===== src/rtl/pc_sequencer.sv =====
// rtl/pc_sequencer.sv - next-PC unit with PC register, hardware return stack and halt flag
module pc_sequencer #(
    parameter int ADDR_W = 16,
    parameter int STACK_DEPTH = 8,
    parameter logic [ADDR_W-1:0] RESET_PC = '0
) (
    input  logic                               clk,
    input  logic                               reset,
    input  logic                               pc_write,
    input  logic [1:0]                         instr_type,
    input  logic [4:0]                         opcode,
    input  logic                               zero_signal,
    input  logic                               stop_bit,
    input  logic [ADDR_W-1:0]                  imm_offset,
    input  logic [ADDR_W-1:0]                  jump_target,
    output logic [ADDR_W-1:0]                  pc,
    output logic [1:0]                         pc_src,
    output logic                               halted,
    output logic [$clog2(STACK_DEPTH+1)-1:0]   stack_count,
    output logic                               stack_ovf,
    output logic                               stack_udf
);

    localparam int CNT_W = $clog2(STACK_DEPTH + 1);
    localparam int IDX_W = $clog2(STACK_DEPTH);

    localparam logic [1:0] TYPE_I = 2'b01;
    localparam logic [1:0] TYPE_J = 2'b10;

    localparam logic [4:0] OP_BEQ  = 5'b01010;
    localparam logic [4:0] OP_BNE  = 5'b01011;
    localparam logic [4:0] OP_JMP  = 5'b11010;
    localparam logic [4:0] OP_CALL = 5'b11011;
    localparam logic [4:0] OP_RET  = 5'b11100;

    localparam logic [1:0] SRC_SEQ = 2'b00;
    localparam logic [1:0] SRC_BR  = 2'b01;
    localparam logic [1:0] SRC_JMP = 2'b10;
    localparam logic [1:0] SRC_POP = 2'b11;

    logic [ADDR_W-1:0] stack_mem [STACK_DEPTH];

    logic              stack_empty;
    logic              stack_full;
    logic [IDX_W-1:0]  top_idx;
    logic [IDX_W-1:0]  push_idx;
    logic [ADDR_W-1:0] pc_inc;
    logic [ADDR_W-1:0] pc_br;
    logic [ADDR_W-1:0] stack_top;
    logic [ADDR_W-1:0] next_pc;
    logic              do_push;
    logic              do_pop;
    logic              do_halt;
    logic              set_udf;
    logic              commit;

    assign stack_empty = (stack_count == '0);
    assign stack_full  = (stack_count == CNT_W'(STACK_DEPTH));
    assign top_idx     = IDX_W'(stack_count - CNT_W'(1));
    assign push_idx    = IDX_W'(stack_count);
    assign pc_inc      = pc + ADDR_W'(1);
    assign pc_br       = pc + imm_offset;
    assign stack_top   = stack_mem[top_idx];
    assign commit      = pc_write && !halted;

    // stop_bit overrides the opcode entirely, so a CALL carrying it never pushes
    always_comb begin
        pc_src  = SRC_SEQ;
        do_push = 1'b0;
        do_pop  = 1'b0;
        do_halt = 1'b0;
        set_udf = 1'b0;
        if (stop_bit) begin
            if (!stack_empty) begin
                pc_src = SRC_POP;
                do_pop = 1'b1;
            end else begin
                do_halt = 1'b1;
            end
        end else if (instr_type == TYPE_I) begin
            if ((opcode == OP_BEQ && zero_signal) || (opcode == OP_BNE && !zero_signal)) begin
                pc_src = SRC_BR;
            end
        end else if (instr_type == TYPE_J) begin
            case (opcode)
                OP_JMP: pc_src = SRC_JMP;
                OP_CALL: begin
                    pc_src  = SRC_JMP;
                    do_push = 1'b1;
                end
                OP_RET: begin
                    if (!stack_empty) begin
                        pc_src = SRC_POP;
                        do_pop = 1'b1;
                    end else begin
                        do_halt = 1'b1;
                        set_udf = 1'b1;
                    end
                end
                default: pc_src = SRC_SEQ;
            endcase
        end
    end

    always_comb begin
        next_pc = pc_inc;
        case (pc_src)
            SRC_SEQ: next_pc = pc_inc;
            SRC_BR:  next_pc = pc_br;
            SRC_JMP: next_pc = jump_target;
            SRC_POP: next_pc = stack_top;
            default: next_pc = pc_inc;
        endcase
    end

    always_ff @(posedge clk) begin
        if (!reset) begin
            pc          <= RESET_PC;
            stack_count <= '0;
            halted      <= 1'b0;
            stack_ovf   <= 1'b0;
            stack_udf   <= 1'b0;
        end else if (commit) begin
            if (do_halt) begin
                halted <= 1'b1;
                if (set_udf) begin
                    stack_udf <= 1'b1;
                end
            end else begin
                pc <= next_pc;
            end
            if (do_pop) begin
                stack_count <= stack_count - CNT_W'(1);
            end
            // A full stack still takes the jump; only the return address is lost
            if (do_push) begin
                if (stack_full) begin
                    stack_ovf <= 1'b1;
                end else begin
                    stack_count <= stack_count + CNT_W'(1);
                end
            end
        end
    end

    always_ff @(posedge clk) begin
        if (reset && commit && do_push && !stack_full) begin
            stack_mem[push_idx] <= pc_inc;
        end
    end

endmodule

===== config.mk =====
export PLATFORM = sky130hd
export DESIGN_NAME = pc_sequencer
export DESIGN_NICKNAME = d
export VERILOG_FILES = /design/src/rtl/pc_sequencer.sv
export SDC_FILE = /design/constraint.sdc
export NUM_CORES = 1
export LEC_CHECK = 0
export BUFFER_PORTS_ARGS = -buffer_cell sky130_fd_sc_hd__buf_2
export CAP_MARGIN = 20
export CORE_MARGIN = 5
export CORE_UTILIZATION = 60
export CTS_CLUSTER_SIZE = 12
export DETAILED_ROUTE_END_ITERATION = 8
export HOLD_SLACK_MARGIN = 0.05
export PLACE_DENSITY = 0.8
export SLEW_MARGIN = 20
export SYNTH_ARGS = -nofsm -noshare
export SYNTH_HDL_FRONTEND = slang
export SYNTH_SLANG_ARGS = --single-unit

===== constraint.sdc =====
create_clock -name clk -period 3.7 [get_ports clk]
set_input_delay 0.185 -clock clk [delete_from_list [all_inputs] [get_ports clk]]
set_output_delay 0.185 -clock clk [all_outputs]
set_load 0.05 [all_outputs]

==> flow_summary.ini <==
[cts]
path_clk_slew_ns = 0.06
cts_made_buffers = 17
cts_max_level = 4
clock-sinks = 151
cts_buffer_depth = 2
cts_root_buf = clkbuf_16
clock_latency_ns = 0.42
cts.repair.resized = 0
tritoncts = built

[global_routing]
track_usage = 0.292
gr-total-overflow = 0
use_met3 = 0.0636
grt_pass1_vias = 5232
grt_pass1_wl_um = 31700
grt_max_degree = 39
busiest_layer = met2
antenna_found_initial = 0
met1_usage = 0.401
use_met2 = 0.457

[setup_path]
path_max_fanout = 11
critPathKind = reg2reg
end_kind = flop
worstPathArrival_ns = 3.08
crit_required_ns = 3.99
crit_path_start_kind = flop

[timing]
clock.fmax_mhz = 358
post-route-period-util = 0.755
setup_violations = 0
report.final.slew_viol_count = 0
hold_viol_final = 0
clock-skew-final_ns = 0.0139
fin_setup_tns_ns = 0
tightest_slew_ns = 0.925
maxSlewHeadroom = 0.379
fin_crit_ns = 2.79
rsz0062_at_grt = no

[layout]
area_growth_pct = 14.9
layout-drive-gt1-share = 0.260
diodes = 0
final_util = 0.695
mostFrequentLayoutCell = edfxtp_1
final_cells = 819
final_net_count = 697
final_cell_mix = edfxtp_1 (128), buf_2 (68), nor2_1 (37)

[placed_design]
gp_congestion = 1.01
dp_hpwl_um = 13800
port_buffers = 68
dp_cells = 786

[logic_synthesis]
syn_inst = 554
synth_ff_type = edfxtp_1
yosysWarnings = 0
synth_nets = 617
yosysUniqueCellTypes = 78
synth_seq_area_share = 0.569
synth_area_leader_cell = edfxtp_1
synth_area_mm2 = 0.00757
syn_avg_cell_area_um2 = 13.7
yosys_register_bits = 151
synthTopCellsByArea = edfxtp_1 (51%), mux4_2 (9.5%), dfxtp_1 (6.1%)
async_flop_share = 0
synth_top_area_share = 0.508
synth_edf_count = 128

[floorplanning]
die_area_mm2 = 0.0150
core_area_mm2 = 0.0125
io_pins = 69
start_util = 0.605
num_rows = 41
die_w_um = 122
die_h_um = 122

[outcome]
status = completed

[drt]
wl_per_cell_um = 25.1
detail-route-antenna-nets = 0
drt_iter0_markers = 742
drc_errors = 0
avgViaCountPerCell = 6.71
drt_wl_total_um = 20500
num_vias = 5497
dr.pass1.iters = 5

[power]
leakagePower_nw = 3.16
total_power_w = 0.00554
irDropWorstVdd_mv = 0.467
p_per_area_mw_per_mm2 = 637

[flow_run]
max_cap_viol_count = 0

[worst_hold_path]
hp-class = in2reg
per-layer routing:
layer | vias up | routed length [um]
met1 | 2719 | 8190
met5 | - | 0
met2 | 354 | 9770
met3 | 49 | 1900
li1 | 2375 | -
met4 | 0 | 678
sequential cells by signal (all words and copies together), names as in the netlist:
| signal | flops |
|---|---|
| halted | 1 |
| pc | 16 |
| stack_count | 4 |
| stack_mem | 128 |
| stack_ovf | 1 |
| stack_udf | 1 |
worst max-delay path, cell delays in order (launching register included):
cell and delay [ns]:
dfxtp_1 0.49, inv_1 0.14, ha_1 0.29, xor2_2 0.70, mux2i_1 0.30, a22oi_1 0.23, o22ai_1 0.16, a311oi_1 0.36
cells by family after synthesis:
family,after synthesis,share of synthesized area
DFF,151,0.569
AOI/OAI and AO/OA,143,0.135
and+or+nand+nor,136,0.0926
muxes,47,0.115
buffers and inverters,30,0.0228
xor gates and xnor gates,28,0.0334
adders and majority gates,19,0.0324
synthesized netlist by cell type, types with 4 or more instances:
library cell	instances
a21o_1	8
a21oi_1	32
and2_1	4
and3_1	4
buf_2	6
buf_4	4
buf_6	5
clkbuf_1	7
dfxtp_1	23
edfxtp_1	128
ha_1	18
inv_1	7
mux2i_1	14
mux4_2	32
nand2_1	30
nand3_1	12
nand3b_1	4
nand4_1	9
nor2_1	37
nor2b_1	4
nor3_1	9
o21a_1	9
o21ai_0	21
o21ai_1	14
o221ai_1	4
o22ai_1	7
xnor2_1	15
xor2_1	12
what timing repair did:
item | CTS | global route
hold endpoints to repair | 1 | 0
hold buffers | 1 | 0
buffers inserted | 0 | 0
final cells by class:
cell class | count | area [um2]
Sequential cell | 151 | 4310
Fill cell | 868 | 3820
Multi-Input combinational cell | 373 | 3100
Timing Repair Buffer | 83 | 455
Clock buffer | 20 | 437
Tap cell | 172 | 215
Clock inverter | 12 | 150
Inverter | 8 | 30.0
final timing paths:
path                                     from                           to  slack [ns]  cells past startpoint
setup reg to reg  stack_count[1]$_SDFFE_PN0P_           pc[3]$_SDFFE_PN0P_        0.91                      7
hold reg to reg        stack_ovf$_SDFFE_PN0P_       stack_ovf$_SDFFE_PN0P_        0.48                      2
hold / removal                          reset  stack_count[2]$_SDFFE_PN0P_        0.12                      3
setup / recovery  stack_count[1]$_SDFFE_PN0P_           pc[3]$_SDFFE_PN0P_        0.91                      7
where the power goes:
group / total (W) / internal [W] / switching, W
sequential: 0.00206 / 0.00195 / 0.000103
combinational: 0.00176 / 0.000645 / 0.00112
clock: 0.00172 / 0.00106 / 0.000663
total: 0.00554 / 0.00366 / 0.00188
stage by stage:
stage / instance area [um2] / setup slack [ns] / hold slack [ns]
2_1_floorplan: 7570 / 0.206 / 0.321
3_3_place_gp: 8100 / 1.17 / 0.450
3_5_place_dp: 8100 / 1.10 / 0.462
4_1_cts: 8690 / 0.947 / 0.0923
5_1_grt: 8690 / 0.825 / 0.101
6_report: 8690 / 0.908 / 0.122
(Power assumes the default switching activity.)
